$ cat src/rtl/ipf_lcu_feeder.sv
// Walks a 128x128 8-bit image in LCU raster order and streams it into IPF.
// Each pixel carries its LCU's filter parameters and coordinates. IPF busy stalls the stream.
module ipf_lcu_feeder #(
    parameter int IMG_AW = 14,
    parameter int PRM_AW = 6,
    parameter int PRM_W  = 24
) (
    input  logic              clk,
    input  logic              reset,
    input  logic              start,
    input  logic [1:0]        lcu_size_cfg,
    output logic              img_rd,
    output logic [IMG_AW-1:0] img_addr,
    input  logic [7:0]        img_data,
    output logic [PRM_AW-1:0] prm_addr,
    input  logic [PRM_W-1:0]  prm_data,
    input  logic              busy,
    input  logic              finish,
    output logic              in_en,
    output logic [7:0]        din,
    output logic [1:0]        ipf_type,
    output logic [4:0]        ipf_band_pos,
    output logic              ipf_wo_class,
    output logic [15:0]       ipf_offset,
    output logic [2:0]        lcu_x,
    output logic [2:0]        lcu_y,
    output logic [1:0]        lcu_size,
    output logic              done
);

    typedef enum logic [2:0] {IDLE, STREAM, FLUSH, DRAIN, DONE} state_t;

    state_t           state_q, state_d;
    logic [1:0]       size_q, size_d;
    logic [5:0]       col_q, col_d, row_q, row_d;
    logic [2:0]       lx_q, lx_d, ly_q, ly_d;

    // Read issued last cycle; its data is on img_data/prm_data now.
    logic             ret_v_q, ret_v_d;
    logic [2:0]       ret_x_q, ret_x_d, ret_y_q, ret_y_d;

    logic             skid_v_q, skid_v_d;
    logic [7:0]       skid_data_q, skid_data_d;
    logic [PRM_W-1:0] skid_prm_q, skid_prm_d;
    logic [2:0]       skid_x_q, skid_x_d, skid_y_q, skid_y_d;

    logic             out_en_q, out_en_d;
    logic [7:0]       out_din_q, out_din_d;
    logic [PRM_W-1:0] out_prm_q, out_prm_d;
    logic [2:0]       out_x_q, out_x_d, out_y_q, out_y_d;

    logic [5:0]       s_max;
    logic [2:0]       n_max;
    logic             issue;
    logic             last_rd;

    always_comb begin
        case (size_q)
            2'd0:    begin s_max = 6'd15; n_max = 3'd7; end
            2'd1:    begin s_max = 6'd31; n_max = 3'd3; end
            default: begin s_max = 6'd63; n_max = 3'd1; end
        endcase
    end

    assign issue   = (state_q == STREAM) && !busy;
    assign last_rd = (col_q == s_max) && (row_q == s_max) && (lx_q == n_max) && (ly_q == n_max);

    always_comb begin
        case (size_q)
            2'd0: begin
                img_addr = IMG_AW'({ly_q[2:0], row_q[3:0], lx_q[2:0], col_q[3:0]});
                prm_addr = PRM_AW'({ly_q[2:0], lx_q[2:0]});
            end
            2'd1: begin
                img_addr = IMG_AW'({ly_q[1:0], row_q[4:0], lx_q[1:0], col_q[4:0]});
                prm_addr = PRM_AW'({ly_q[1:0], lx_q[1:0]});
            end
            default: begin
                img_addr = IMG_AW'({ly_q[0], row_q[5:0], lx_q[0], col_q[5:0]});
                prm_addr = PRM_AW'({ly_q[0], lx_q[0]});
            end
        endcase
    end

    // Frame sequencing and raster counters (col inner, then row, lcu_x, lcu_y).
    always_comb begin
        state_d = state_q;
        size_d  = size_q;
        col_d   = col_q;
        row_d   = row_q;
        lx_d    = lx_q;
        ly_d    = ly_q;
        case (state_q)
            IDLE: begin
                if (start) begin
                    state_d = STREAM;
                    size_d  = (lcu_size_cfg == 2'd3) ? 2'd2 : lcu_size_cfg;
                    col_d   = '0;
                    row_d   = '0;
                    lx_d    = '0;
                    ly_d    = '0;
                end
            end
            STREAM: begin
                if (issue) begin
                    if (last_rd) begin
                        state_d = FLUSH;
                    end
                    if (col_q != s_max) begin
                        col_d = col_q + 6'd1;
                    end else begin
                        col_d = '0;
                        if (row_q != s_max) begin
                            row_d = row_q + 6'd1;
                        end else begin
                            row_d = '0;
                            if (lx_q != n_max) begin
                                lx_d = lx_q + 3'd1;
                            end else begin
                                lx_d = '0;
                                ly_d = (ly_q == n_max) ? 3'd0 : ly_q + 3'd1;
                            end
                        end
                    end
                end
            end
            FLUSH: begin
                if (!busy && !ret_v_q && !skid_v_q) begin
                    state_d = DRAIN;
                end
            end
            DRAIN: begin
                if (finish) begin
                    state_d = DONE;
                end
            end
            DONE:    state_d = IDLE;
            default: state_d = IDLE;
        endcase
    end

    // Data that returns during a stall parks in the skid so the held re-read is never needed.
    always_comb begin
        ret_v_d     = issue;
        ret_x_d     = lx_q;
        ret_y_d     = ly_q;
        skid_v_d    = skid_v_q;
        skid_data_d = skid_data_q;
        skid_prm_d  = skid_prm_q;
        skid_x_d    = skid_x_q;
        skid_y_d    = skid_y_q;
        out_en_d    = out_en_q;
        out_din_d   = out_din_q;
        out_prm_d   = out_prm_q;
        out_x_d     = out_x_q;
        out_y_d     = out_y_q;
        if (busy) begin
            if (ret_v_q) begin
                skid_v_d    = 1'b1;
                skid_data_d = img_data;
                skid_prm_d  = prm_data;
                skid_x_d    = ret_x_q;
                skid_y_d    = ret_y_q;
            end
        end else begin
            skid_v_d = 1'b0;
            if (skid_v_q) begin
                out_en_d  = 1'b1;
                out_din_d = skid_data_q;
                out_prm_d = skid_prm_q;
                out_x_d   = skid_x_q;
                out_y_d   = skid_y_q;
            end else if (ret_v_q) begin
                out_en_d  = 1'b1;
                out_din_d = img_data;
                out_prm_d = prm_data;
                out_x_d   = ret_x_q;
                out_y_d   = ret_y_q;
            end else begin
                out_en_d  = 1'b0;
            end
        end
    end

    always_ff @(posedge clk) begin
        if (reset) begin
            state_q     <= IDLE;
            size_q      <= '0;
            col_q       <= '0;
            row_q       <= '0;
            lx_q        <= '0;
            ly_q        <= '0;
            ret_v_q     <= 1'b0;
            ret_x_q     <= '0;
            ret_y_q     <= '0;
            skid_v_q    <= 1'b0;
            skid_data_q <= '0;
            skid_prm_q  <= '0;
            skid_x_q    <= '0;
            skid_y_q    <= '0;
            out_en_q    <= 1'b0;
            out_din_q   <= '0;
            out_prm_q   <= '0;
            out_x_q     <= '0;
            out_y_q     <= '0;
        end else begin
            state_q     <= state_d;
            size_q      <= size_d;
            col_q       <= col_d;
            row_q       <= row_d;
            lx_q        <= lx_d;
            ly_q        <= ly_d;
            ret_v_q     <= ret_v_d;
            ret_x_q     <= ret_x_d;
            ret_y_q     <= ret_y_d;
            skid_v_q    <= skid_v_d;
            skid_data_q <= skid_data_d;
            skid_prm_q  <= skid_prm_d;
            skid_x_q    <= skid_x_d;
            skid_y_q    <= skid_y_d;
            out_en_q    <= out_en_d;
            out_din_q   <= out_din_d;
            out_prm_q   <= out_prm_d;
            out_x_q     <= out_x_d;
            out_y_q     <= out_y_d;
        end
    end

    assign img_rd       = (state_q == STREAM);
    assign in_en        = out_en_q;
    assign din          = out_din_q;
    assign ipf_type     = out_prm_q[23:22];
    assign ipf_band_pos = out_prm_q[21:17];
    assign ipf_wo_class = out_prm_q[16];
    assign ipf_offset   = out_prm_q[15:0];
    assign lcu_x        = out_x_q;
    assign lcu_y        = out_y_q;
    assign lcu_size     = size_q;
    assign done         = (state_q == DONE);

endmodule

$ cat config.mk
export PLATFORM = sky130hd
export DESIGN_NAME = ipf_lcu_feeder
export DESIGN_NICKNAME = d
export VERILOG_FILES = /design/src/rtl/ipf_lcu_feeder.sv
export SDC_FILE = /design/constraint.sdc
export NUM_CORES = 1
export LEC_CHECK = 0
export BUFFER_PORTS_ARGS = -buffer_cell sky130_fd_sc_hd__buf_4
export CAP_MARGIN = 20
export CORE_MARGIN = 1
export CORE_UTILIZATION = 30
export CTS_BUF_LIST = sky130_fd_sc_hd__clkbuf_16
export DETAILED_ROUTE_END_ITERATION = 10
export PLACE_DENSITY = 0.51
export SYNTH_ARGS = -nofsm -noshare
export SYNTH_HDL_FRONTEND = slang
export SYNTH_SLANG_ARGS = --single-unit
$ cat constraint.sdc
create_clock -name clk -period 2.1 [get_ports clk]
set_clock_uncertainty 0.05 [all_clocks]
set_input_delay 0.105 -clock clk [delete_from_list [all_inputs] [get_ports clk]]
set_output_delay 0.105 -clock clk [all_outputs]
set_load 0.005 [all_outputs]
==> results.json <==
{
  "grt_pass1_vias": 4029,
  "ios": 102,
  "cpPeakStageDelay_ns": 0.36,
  "antenna_found_initial": 0,
  "instances_no_fill": 903,
  "final_util": 0.4264,
  "cts_sinks": 108,
  "pre_cts_ws_ns": -0.07516,
  "setup.worst_path.end_class": "register",
  "drtIter0Drc": 217,
  "total_power_mw": 4.273,
  "dr.pass1.iters": 4,
  "critPathRequiredTime_ns": 2.29,
  "h-tree-depth": 3,
  "grt_start_max_net_pins": 103,
  "clockRootBuffer": "clkbuf_16",
  "relSlewSlack": 0.6449,
  "power_leakage_nw": 2.443,
  "tightest_slew_ns": 0.5327,
  "max_freq_mhz": 471.9,
  "crit_fanout": 4,
  "drc_errors": 0,
  "wl_per_cell_um": 13.44,
  "avgViaCountPerCell": 4.730,
  "placed_cells": 853,
  "synth_warnings": 0,
  "hold_viol": 0,
  "finalWirelength_um": 12130,
  "rsz0062_at_grt": "yes",
  "grt_pass1_wl_um": 19940,
  "yosysTopAreaCell": "dfxtp_1",
  "synth_cells": 554,
  "peakVddDrop_mv": 0.3693,
  "syn-cell-area_um2": 4750,
  "clk-insertion-delay-late_ns": 0.35,
  "p_per_area_nw_per_um2": 654.4,
  "grt_usage": 0.1517,
  "drv_cap": 0,
  "finalCritPeriodShare": 1.009,
  "nets": 730,
  "setup_viol": 1,
  "yosysMostFrequentCell": "dfxtp_1",
  "die_w_um": 127.8,
  "crit_arrival_ns": 2.31,
  "synth_area_per_cell_um2": 8.573,
  "area_growth_pct": 37.49,
  "yosysSeqAreaShare": 0.4552,
  "core_area_um2": 15310,
  "fillers": 1526,
  "overflow": 0,
  "post_dp_cell_area_um2": 5871,
  "ant_nets": 0,
  "num_vias": 4271,
  "cts_tree": "done",
  "syn-num-nets": 597,
  "synthTopCellsByArea": "dfxtp_1 46%, mux2i_1 9.7%, nand2_1 7.0%",
  "cts_inserted_buffers": 9,
  "numPortBuffers": 101,
  "synthTopCellsByCount": "108 x dfxtp_1, 89 x nand2_1, 53 x nor2_1, 51 x a21oi_1, 46 x mux2i_1",
  "drv_slew": 0,
  "fin_hold_ws_ns": 0.02914,
  "n_antenna_cell": 0,
  "yosysTopAreaCellShare": 0.4552,
  "clk_path_buf_depth": 2,
  "layout_min_cycle_time_ns": 2.119,
  "design_area_um2": 6530,
  "layout_setup_ws_ns": -0.01904,
  "dieArea_um2": 16340,
  "failed_checks": "negative setup slack",
  "hp-class": "in -> reg",
  "die_h_um": 127.8,
  "synth_edf_count": 0,
  "ys_ff_latch": 108,
  "ys_async_sr_fraction": 0,
  "layout-drive-gt1-share": 0.2486,
  "synthFlopType": "dfxtp_1",
  "critPathSlowestCell": "or3_1",
  "start_kind": "register",
  "dp_hpwl_um": 7738,
  "path_clk_slew_ns": 0.07,
  "status": "complete, but fails checks",
  "num_rows": 45,
  "start_util": 0.3101,
  "tns_ns": -0.01904,
  "crit_chain": "or3_1 > a211o_1 > o31a_1 > or3_4 > mux2_4",
  "critPathKind": "reg -> reg",
  "yosysUniqueCellTypes": 43,
  "routabilityCongestion": 0.7940
}
## cells in the final DEF (no fill, tap or decap), types with 7 or more instances in the layout
cell type,instances
nor2b_1,10
mux2i_1,46
dfxtp_1,105
nand2_1,89
a21oi_1,49
nor3_1,11
buf_4,134
o21ai_0,17
nor3b_1,7
a211oi_1,39
clkbuf_16,9
dlygate4sd3_1,33
nor2_1,52
## where the power goes
group | total, mW | internal [mW] | leakage (nW) | switching (mW)
clock network | 1.60 | 0.812 | 0.135 | 0.788
logic | 0.533 | 0.271 | 1.43 | 0.262
registers | 2.14 | 2.10 | 0.877 | 0.0358
total | 4.27 | 3.19 | 2.44 | 1.09
## metal layers
layer	share of wire	up-vias	global-route usage
li1	-	2206	-
met1	0.51	1972	0.2041
met2	0.44	86	0.2433
met3	0.042	7	0.03881
met4	0.0082	0	0.03460
met5	0	-	0
## worst paths after layout
check        startpoint  slack (ns)     endpoint  depth (start not counted)
min reg2reg  ret_y_q[1]        0.40  skid_y_q[1]                          2
max            row_q[4]       -0.02      ly_q[1]                          5
max reg2reg    row_q[4]       -0.02      ly_q[1]                          5
min                busy        0.03     skid_v_q                          2
## area by class of cell
type                       count  area (µm²)  area share
sequential                   108        2166      0.3317
clock buffer                   9       225.2     0.03449
timing repair buffer         171        1408      0.2156
clock inverter                 7       50.05    0.007664
multi-input combinational    394        2406      0.3685
tap                          211       264.0     0.04043
inverter                       3       11.26    0.001724
## flip-flops by register name (all words and copies together) (netlist names), 6 cells and up
register / count
col_q: 6
out_prm_q: 24
skid_prm_q: 24
skid_data_q: 8
row_q: 6
din: 8
## cell families after synthesis
kind of cell / after synthesis / synth area share
flip-flops: 108 / 0.4552
multiplexers: 49 / 0.1048
AND/OR/NAND/NOR: 207 / 0.2018
AO/OA/AOI/OAI: 130 / 0.1715
buffers and inverters: 52 / 0.04874
adder cells (fa/ha/maj): 4 / 0.01054
XOR/XNOR: 4 / 0.007375
## repair_timing
action                                  4_1_cts  5_1_grt
resized for setup                             1        9
hold buffers                                 33        0
endpoints found under the setup margin        1       11
hold endpoints to repair                     33        0
buffers inserted                              1        0
pin swaps                                     3        3
## critical path: cells and delay by family (launching register included)
family             cells  cell delay [ns]
DFF                    1             0.32
muxes                  1             0.30
AOI/OAI and AO/OA      2             0.63
and+or+nand+nor        2             0.72
(Power assumes the default switching activity.)
